==> src/rtl/sum_accum_defs.sv <==
// Shared definitions for the sum accumulator: FSM state encodings and default widths.
package sum_accum_defs;

  typedef enum logic [1:0] {
    ST_IDLE  = 2'd0,
    ST_ACCUM = 2'd1,
    ST_DONE  = 2'd2
  } state_t;

  localparam int DEF_IN_W  = 33;
  localparam int DEF_ACC_W = 40;
  localparam int DEF_CNT_W = 8;

endpackage

==> src/rtl/sum_accum_ctrl.sv <==
// Job controller: IDLE/ACCUM/DONE sequencing, beat counter, and beat/last/clear strobes.
module sum_accum_ctrl
  import sum_accum_defs::*;
#(
  parameter int CNT_W = DEF_CNT_W
) (
  input  logic             clk,
  input  logic             rst,
  input  logic             i_start,
  input  logic [CNT_W-1:0] i_len,
  input  logic             i_in_valid,
  input  logic             i_out_ready,
  output logic             o_in_ready,
  output logic             o_out_valid,
  output logic             o_busy,
  output logic             o_beat,
  output logic             o_last,
  output logic             o_clear
);

  state_t           r_state;
  logic [CNT_W-1:0] r_cnt;
  logic             r_in_ready;
  logic             r_out_valid;
  logic             r_busy;
  logic             w_beat;
  logic             w_last;
  logic             w_clear;

  // r_in_ready is high exactly in ACCUM, so a beat can only occur there
  assign w_beat  = r_in_ready && i_in_valid;
  assign w_last  = w_beat && (r_cnt == CNT_W'(1));
  assign w_clear = (r_state == ST_IDLE) && i_start;

  always_ff @(posedge clk or posedge rst) begin
    if (rst) begin
      r_state     <= ST_IDLE;
      r_cnt       <= '0;
      r_in_ready  <= 1'b0;
      r_out_valid <= 1'b0;
      r_busy      <= 1'b0;
    end else begin
      case (r_state)
        ST_IDLE: begin
          if (i_start) begin
            r_busy <= 1'b1;
            if (i_len != '0) begin
              r_cnt      <= i_len;
              r_in_ready <= 1'b1;
              r_state    <= ST_ACCUM;
            end else begin
              r_out_valid <= 1'b1;
              r_state     <= ST_DONE;
            end
          end
        end
        ST_ACCUM: begin
          if (w_beat) begin
            r_cnt <= r_cnt - CNT_W'(1);
            if (w_last) begin
              r_in_ready  <= 1'b0;
              r_out_valid <= 1'b1;
              r_state     <= ST_DONE;
            end
          end
        end
        ST_DONE: begin
          if (i_out_ready) begin
            r_out_valid <= 1'b0;
            r_busy      <= 1'b0;
            r_state     <= ST_IDLE;
          end
        end
        default: begin
          r_in_ready  <= 1'b0;
          r_out_valid <= 1'b0;
          r_busy      <= 1'b0;
          r_state     <= ST_IDLE;
        end
      endcase
    end
  end

  assign o_in_ready  = r_in_ready;
  assign o_out_valid = r_out_valid;
  assign o_busy      = r_busy;
  assign o_beat      = w_beat;
  assign o_last      = w_last;
  assign o_clear     = w_clear;

endmodule

==> src/rtl/sum_accumulator.sv <==
// Accumulates LEN unsigned adder results into a wide total with a sticky overflow flag.
module sum_accumulator
  import sum_accum_defs::*;
#(
  parameter int IN_W  = DEF_IN_W,
  parameter int ACC_W = DEF_ACC_W,
  parameter int CNT_W = DEF_CNT_W
) (
  input  logic             clk,
  input  logic             rst,
  input  logic             start,
  input  logic [CNT_W-1:0] len,
  input  logic             in_valid,
  output logic             in_ready,
  input  logic [IN_W-1:0]  in_sum,
  output logic             out_valid,
  input  logic             out_ready,
  output logic [ACC_W-1:0] out_total,
  output logic             out_ovf,
  output logic             busy
);

  logic [ACC_W-1:0] r_acc;
  logic             r_ovf;
  logic [ACC_W:0]   w_sum;
  logic             w_beat;
  logic             w_last;
  logic             w_clear;

  function automatic logic [ACC_W:0] zext(input logic [IN_W-1:0] v);
    return {{(ACC_W + 1 - IN_W){1'b0}}, v};
  endfunction

  sum_accum_ctrl #(
    .CNT_W (CNT_W)
  ) u_ctrl (
    .clk         (clk),
    .rst         (rst),
    .i_start     (start),
    .i_len       (len),
    .i_in_valid  (in_valid),
    .i_out_ready (out_ready),
    .o_in_ready  (in_ready),
    .o_out_valid (out_valid),
    .o_busy      (busy),
    .o_beat      (w_beat),
    .o_last      (w_last),
    .o_clear     (w_clear)
  );

  // Extra top bit of the add is the carry out of the accumulator width
  assign w_sum = {1'b0, r_acc} + zext(in_sum);

  always_ff @(posedge clk or posedge rst) begin
    if (rst) begin
      r_acc <= '0;
      r_ovf <= 1'b0;
    end else if (w_clear) begin
      r_acc <= '0;
      r_ovf <= 1'b0;
    end else if (w_beat) begin
      r_acc <= w_sum[ACC_W-1:0];
      r_ovf <= r_ovf | w_sum[ACC_W];
    end
  end

  assign out_total = r_acc;
  assign out_ovf   = r_ovf;

endmodule

==> config.mk <==
export PLATFORM = sky130hd
export DESIGN_NAME = sum_accumulator
export DESIGN_NICKNAME = d
export VERILOG_FILES = /design/src/rtl/sum_accum_defs.sv /design/src/rtl/sum_accum_ctrl.sv /design/src/rtl/sum_accumulator.sv
export SDC_FILE = /design/constraint.sdc
export NUM_CORES = 1
export LEC_CHECK = 0
export ABC_AREA = 1
export CORE_UTILIZATION = 50
export CTS_CLUSTER_SIZE = 30
export DETAILED_ROUTE_END_ITERATION = 16
export PLACE_DENSITY = 0.87
export SYNTH_ARGS = -nofsm -noshare
export SYNTH_HDL_FRONTEND = slang
export SYNTH_SLANG_ARGS = --single-unit
==> constraint.sdc <==
create_clock -name clk -period 5.5 [get_ports clk]
set_input_delay 0.55 -clock clk [delete_from_list [all_inputs] [get_ports clk]]
set_output_delay 0.55 -clock clk [all_outputs]
set_load 0.005 [all_outputs]
==> results of run 1 <==
-- power by group through the flow --
stage | Sequential, mW | Combinational (mW) | Clock [mW]
2_1_floorplan | 0.690 | 1.40 | 0
3_3_place_gp | 0.701 | 2.03 | 0
3_5_place_dp | 0.705 | 2.07 | 0
4_1_cts | 0.698 | 2.08 | 0.262
5_1_grt | 0.720 | 2.36 | 0.275
6_report | 0.699 | 2.09 | 0.258
-- how the worst max path moves through the flow --
stage	startpoint	to	slack [ps]
after global placement	in_sum[0]	out_total[32]	2750
after CTS	in_sum[0]	out_ovf	3040
final	in_sum[0]	out_total[32]	3020
after global routing	in_sum[0]	out_total[32]	2810
after floorplan	in_sum[0]	out_total[32]	3410
after detailed placement	in_sum[0]	out_total[28]	2690
-- metrics by stage --
step	power (mW)	util (%)	setup WS (ps)	hold WS [ps]	instances
after CTS	3.04	62.5	3040	523	1120
after detailed placement	2.77	61.5	2690	493	1112
after global routing	3.35	62.5	2810	547	1120
final	3.05	62.5	3020	523	1120
after floorplan	2.09	-	3410	463	893
after global placement	2.73	61.5	2750	483	1112
-- metal layers --
| layer | GRT usage [%] | up-vias |
|---|---|---|
| met4 | 7.75 | 0 |
| li1 | - | 2965 |
| met3 | 3.99 | 28 |
| met2 | 47.0 | 213 |
| met5 | 0 | - |
| met1 | 37.1 | 2557 |
-- kinds of logic (layout without fill, tap and decap cells) --
kind of cell	Yosys count	count (layout)
and+or+nand+nor	542	542
buffers and inverters	155	246
AOI/OAI and AO/OA	100	100
DFF	54	54
adders and majority gates	36	36
xor gates and xnor gates	6	6
-- worst max-delay path: cells and delay by family --
family	cells	cell delay, ps
fa+ha+maj	2	560
buf+inv	3	680
simple gates	11	910
-- layout make-up --
| class | count | area (um2) |
|---|---|---|
| multi-input cells | 684 | 3350 |
| inverters | 147 | 552 |
| clock buffers | 6 | 82.6 |
| clock inverters | 2 | 16.3 |
| flip-flops and latches | 54 | 1350 |
| well taps | 136 | 170 |
| repair buffers | 91 | 906 |
| fillers | 1026 | 3850 |
-- state kept, by name, summed over array words and instances (netlist names) --
register,cells
out_ovf,1
u_ctrl.o_out_valid,1
u_ctrl.o_in_ready,1
u_ctrl.r_cnt,8
u_ctrl.r_state,2
u_ctrl.o_busy,1
out_total,40
-- placed cells by master, fill, tap and decap left out, types with 2 or more instances in the layout --
master / n
o21bai_1: 4
nor3_2: 5
nand2_1: 354
o211ai_1: 3
nor3_1: 10
xor2_1: 2
a21oi_1: 40
o21ai_0: 21
nor2_1: 87
nor2_4: 3
clkdlybuf4s50_1: 89
nand3b_1: 5
o21ai_1: 17
o31ai_1: 5
nand4_1: 3
nor4_1: 3
inv_1: 138
a21oi_2: 2
or2_2: 2
or2_1: 2
nand3_1: 43
inv_2: 9
nor2_2: 6
nand2_2: 14
dfrtp_1: 54
xnor2_1: 4
ha_1: 35
clkbuf_8: 6
buf_4: 2
nand3_2: 3
-- cells in the mapped netlist (2+ instances only) --
library cell    n
nor3_2          5
or2_1           2
buf_4           2
nor2_2          6
nand2_1       354
nor4_1          3
nand3_2         3
nor2_1         87
nor2_4          3
inv_1         139
a21oi_1        40
xnor2_1         4
o21ai_1        17
a21oi_2         2
dfrtp_1        54
xor2_1          2
nand2_2        14
nand3b_1        5
nand3_1        43
ha_1           35
or2_2           2
o211ai_1        3
inv_2           8
o21bai_1        4
nand4_1         3
buf_2           5
nor3_1         10
o31ai_1         5
o21ai_0        21
==> results by group, run 1 <==
GRT
  • Largest net degree at the start of global routing: between 50 and 60
  • Initial antenna violation count: 0
  • First-pass GRT wire length: 24800 um
  • Number of global-route vias before repair: 5412
  • GRT Overall Usage: 27.8%
  • Total gr overflow: 0

Critical path
  • Crit end category: register
  • CP startpoint kind: input port
  • WP data required: about 5700 ps
  • Crit path kind: input port to register
  • Critical Path Most Common Cell: nand2_1
  • FF-to-FF End: out_total[36]
  • R2r startpoint: u_ctrl.o_in_ready
  • Worst stage delay on the critical path: ~480 ps
  • Crit-path cells: clkdlybuf4s50_1, ha_1, inv_1, fa_1, inv_1, nand3_1, nand3_1, nand2_1, nand2_2, nand2_1, nand2_2, nand3_1, nand2_1, nand2_1, nand3_1, nand2_1
  • Worst endpoint data arrival time: approximately 2700 ps
  • Crit Path Max Fanout: 4
  • R2r setup slk: 3290 ps
  • FF-to-FF path depth: 6
  • Slowest cell on crit path: clkdlybuf4s50_1

Clock network
  • # Post-CTS Setup Buffers: 0
  • Post-CTS sizing: 0
  • Worst-path clk slew: 110 ps
  • CTS buffer count: 5
  • CTS root buf: clkbuf_8
  • CTS tree: done
  • Num Clock Sinks: between 50 and 60
  • Hold-fix buffers, CTS: 0
  • Maximum clock path buffer count: 2
  • Clk Latency, worst-skew pair: approximately 330 ps
  • H-tree Lvls: 2

Routing
  • Antenna Nets Post-Route: 0
  • Routed WL: 14900 um
  • Drt via density: just over 5
  • Met2 routed WL: just under 7000 um
  • Routed vias: 5763
  • WL per Instance: approximately 13 um
  • Detailed router's first-iteration violation count: about 400
  • Post-route DRC: 0
  • Met3 WL: ~1100 um
  • Highest routed metal layer: met4
  • M1 WL: 6690 um
  • Initial DRT Pass Iterations: 5

Synthesis
  • Primary FF master, synth: dfrtp_1
  • Mapped cell area: approximately 5300 um2
  • Synth Instances: roughly 900
  • Post-synthesis mux area share: 0%
  • Synth top area share: between 20 and 30%
  • Synth top area cells: dfrtp_1 26%, nand2_1 25%, inv_1 9.9%
  • Library cells used by synthesis: between 40 and 50
  • Largest family of logic cells by synthesized area: simple AND/OR/NAND/NOR gates
  • Simple-Gate Fraction of Synth Area: a little over two fifths
  • Post-synthesis sequential area ratio: approximately 26%
  • Syn_nets: ~980
  • Compound-Gate Fraction of Synth Area: 10.6%
  • XOR/XNOR Fraction of Synth Area: 0.993%
  • Cell taking the most area after synthesis: dfrtp_1
  • Synth Area in Adders: between 8 and 9%
  • Synth Register Bits: 54
  • Synth warn: 0
  • Share of flip-flops with an asynchronous set or reset: 100%
  • Number of flops mapped to enable cells by yosys: 0
  • Synth Area per Inst: 5.93 um2

Pwr
  • Share of power burned in registers: between 20% and 30%
  • Pwr Density: roughly 470 nW/um2
  • Pleak: approximately 3.4 nW
  • Comb power frac: about 69%
  • VDD IR max: between 0.2 and 0.3 mV
  • Internal power: approximately 1.5 mW
  • Clock share of power: between 8 and 9%
  • Sw Share: between 50% and 60%
  • P_sw: roughly 1.6 mW

STA
  • Final period util: between 40% and 50%
  • Fmax: about 400 MHz
  • Final min period: between 2000 and 2500 ps
  • Least-Margin Pin Slew: between 800 and 900 ps
  • Skew final: approximately 11 ps
  • RSZ-0062 raised after global routing: false
  • Final Max Tran Viols: 0
  • Slew headroom: ~43%
  • Final setup TNS: 0 ps
  • Final Hold Fails: 0
  • Final setup vio count: 0

Placement
  • HPWL Detailed: 11900 um
  • Buffers on Ports: 89
  • Placed Area: between 6000 and 7000 um2
  • Routability cong.: between 0.9 and 1

Floorplanning
  • Die footprint: ~11000 um2
  • Chip Width: approximately 100 um
  • I/O pins: 90
  • Core area: about 10000 um2
  • Initial Util: 51.5%
  • Rows: 37
  • Die Y: 105 um

Min path
  • Worst hold start: out_total[13]
  • Tightest Hold Check Type: register to register
  • WHS Endpoint: out_total[13]
  • Hold Path Cell Cnt: 2

Layout
  • Ant diodes: 0
  • Fraction of layout cells with a size suffix above 1: 5.69%
  • Final instance area: approximately 6400 um2
  • Syn-to-layout area delta: 21.4%
  • Final-stage net count: about 1100

Outcome
  • Status: finished clean

Job
  • Max-cap viol count: 0
Note: power is estimated with default switching activity, not from simulation.
==> run 2: changes to the inputs <==
- PLACE_DENSITY: 0.87 -> 0.9
- clock period: 5.5 -> 2.05 ns (I/O delays scaled with it)
==> results by group, run 2 (synthesis results as in run 1) <==
Clock network
  • Clk Latency, worst-skew pair: approximately 330 ps
  • Hold-fix buffers, CTS: 0
  • H-tree Lvls: 2
  • Num Clock Sinks: 54
  • CTS tree: done
  • Worst-path clk slew: 120 ps
  • CTS buffer count: 5
  • CTS root buf: clkbuf_8
  • Maximum clock path buffer count: 2

Pwr
  • Pwr Total: between 10 and 15 mW
  • Comb power frac: about three quarters
  • Clock share of power: about 8.0%
  • P_sw: between 4 and 5 mW
  • Sw Share: 48.5%
  • Internal power: about 5.3 mW
  • Pwr Density: around 1300 nW/um2
  • Share of power burned in registers: 18.9%
  • Pleak: 3.88 nW
  • VDD IR max: slightly above 0.8 mV

Job
  • Max-cap viol count: 0

Critical path
  • Crit path kind: register to register
  • Worst endpoint data arrival time: between 2000 and 2500 ps
  • CP startpoint kind: register
  • Crit Path Max Fanout: 4
  • Crit end category: register
  • R2r setup slk: 50 ps
  • WP data required: 2270 ps

GRT
  • Initial antenna violation count: 0
  • GRT Overall Usage: 31.0%
  • Largest net degree at the start of global routing: 31
  • Number of global-route vias before repair: 6057
  • Total gr overflow: 0
  • First-pass GRT wire length: between 20000 and 30000 um

STA
  • Final Max Tran Viols: 0
  • Final setup vio count: 0
  • Final period util: roughly 100%
  • Final Hold Fails: 0
  • Slew headroom: roughly 60%
  • Skew final: 10.6 ps
  • RSZ-0062 raised after global routing: true
  • Least-Margin Pin Slew: between 600 and 700 ps
  • Final min period: between 1500 and 2000 ps
  • Fmax: 500 MHz

Layout
  • Area occupied by multi-input gates: a little under 4000 um2
  • Syn-to-layout area delta: 44.1%
  • Register area: roughly 1400 um2
  • Most common cell after layout, fill and taps aside: nand2_1
  • Fraction of layout cells with a size suffix above 1: 20.5%
  • Commonest non-fill, non-tap cells in the layout: 342 x nand2_1, 136 x inv_1, 91 x buf_4
  • Fill cells: approximately 830
  • Final core utilization: 74.2%
  • Ant diodes: 0
  • Final-stage net count: between 1000 and 1500
  • Max reg flops: 40

Routing
  • Drt via density: about 5.2
  • Detailed router's first-iteration violation count: between 400 and 500
  • Post-route DRC: 0
  • Routed WL: 17500 um
  • Routed vias: between 6000 and 7000
  • Antenna Nets Post-Route: 0
  • WL per Instance: approximately 14 um
  • Initial DRT Pass Iterations: 5

Placement
  • Buffers on Ports: between 80 and 90
  • Routability cong.: 0.966
  • HPWL Detailed: approximately 13000 um

Floorplanning
  • I/O pins: 90
  • Die footprint: roughly 11000 um2
  • Die Y: roughly 100 um
  • Core area: roughly 10000 um2
  • Initial Util: 51.5%
  • Chip Width: around 100 um
  • Rows: 37

Outcome
  • Status: finished clean

Min path
  • Tightest Hold Check Type: input port to async pin
==> run 2: layout make-up <==
cell class | instances | area share (%)
Timing Repair Buffer | 181 | 20.9
Clock buffer | 5 | 0.903
Inverter | 147 | 7.24
Multi-Input combinational cell | 684 | 50.4
Tap cell | 136 | 2.23
Clock inverter | 3 | 0.624
Sequential cell | 54 | 17.7
==> run 2: power groups by stage <==
stage,clock network (mW),registers (mW),logic (mW)
detailed placement,0,1.85,6.61
finish,0.819,1.94,7.50
global route,0.859,1.98,8.26
global placement,0,1.83,6.46
CTS,0.821,1.83,6.67
floorplan,0,1.85,3.76
==> run 2: stage by stage <==
stage / TNS [ps] / setup slack (ps) / hold slack [ps] / std cells / area (um2)
after floorplan: 0 / 133 / 378 / 893 / 5290
after global placement: -4250 / -231 / 484 / 1196 / 6970
after detailed placement: -5900 / -325 / 482 / 1196 / 6970
after CTS: 0 / 7.12 / 285 / 1205 / 7090
after global routing: -321 / -74.5 / 318 / 1210 / 7620
final: 0 / 51.0 / 259 / 1210 / 7620
==> run 2: worst paths after layout <==
path	end	from	cells past startpoint
min in group clk	u_ctrl.r_state[1]	out_ready	4
setup / recovery	out_total[12]	out_total[0]	13
hold / removal	out_total[34]	rst	2
max in group asynchronous	out_total[9]	rst	3
setup reg to reg	out_total[12]	out_total[0]	13
hold reg to reg	u_ctrl.o_out_valid	u_ctrl.o_out_valid	2
==> run 2: routing by layer <==
layer  vias up  GRT usage (%)  part of all wire (%)
met5         -              0                     0
met4         0           10.3                   2.0
met3        32           4.49                   7.0
met1      2876           41.0                    42
met2       244           51.9                    49
li1       3141              -                     -
==> run 2: critical path, cell delays in order, from the launching register on <==
cell and delay, ps:
dfrtp_1 390, ha_2 180, inv_1 50, fa_2 360
inv_2 80, nand3_2 80, nand3_2 90, nand2_1 70
nand2_2 90, nand2_1 70, nand2_2 100, a21oi_1 70
o21ai_1 160, nand2_1 90
==> run 2: what timing repair did <==
action	in CTS	in global routing
endpoints found under the setup margin	4	31
pin swaps	0	9
buffers inserted	1	5
gates resized for setup	1	86
gates cloned	0	0
==> run 3: changes to the inputs <==
- CTS_BUF_LIST: not set -> sky130_fd_sc_hd__clkbuf_8
==> results of run 3 <==
The final DEF is identical to that of run 2; final timing and power are the same.
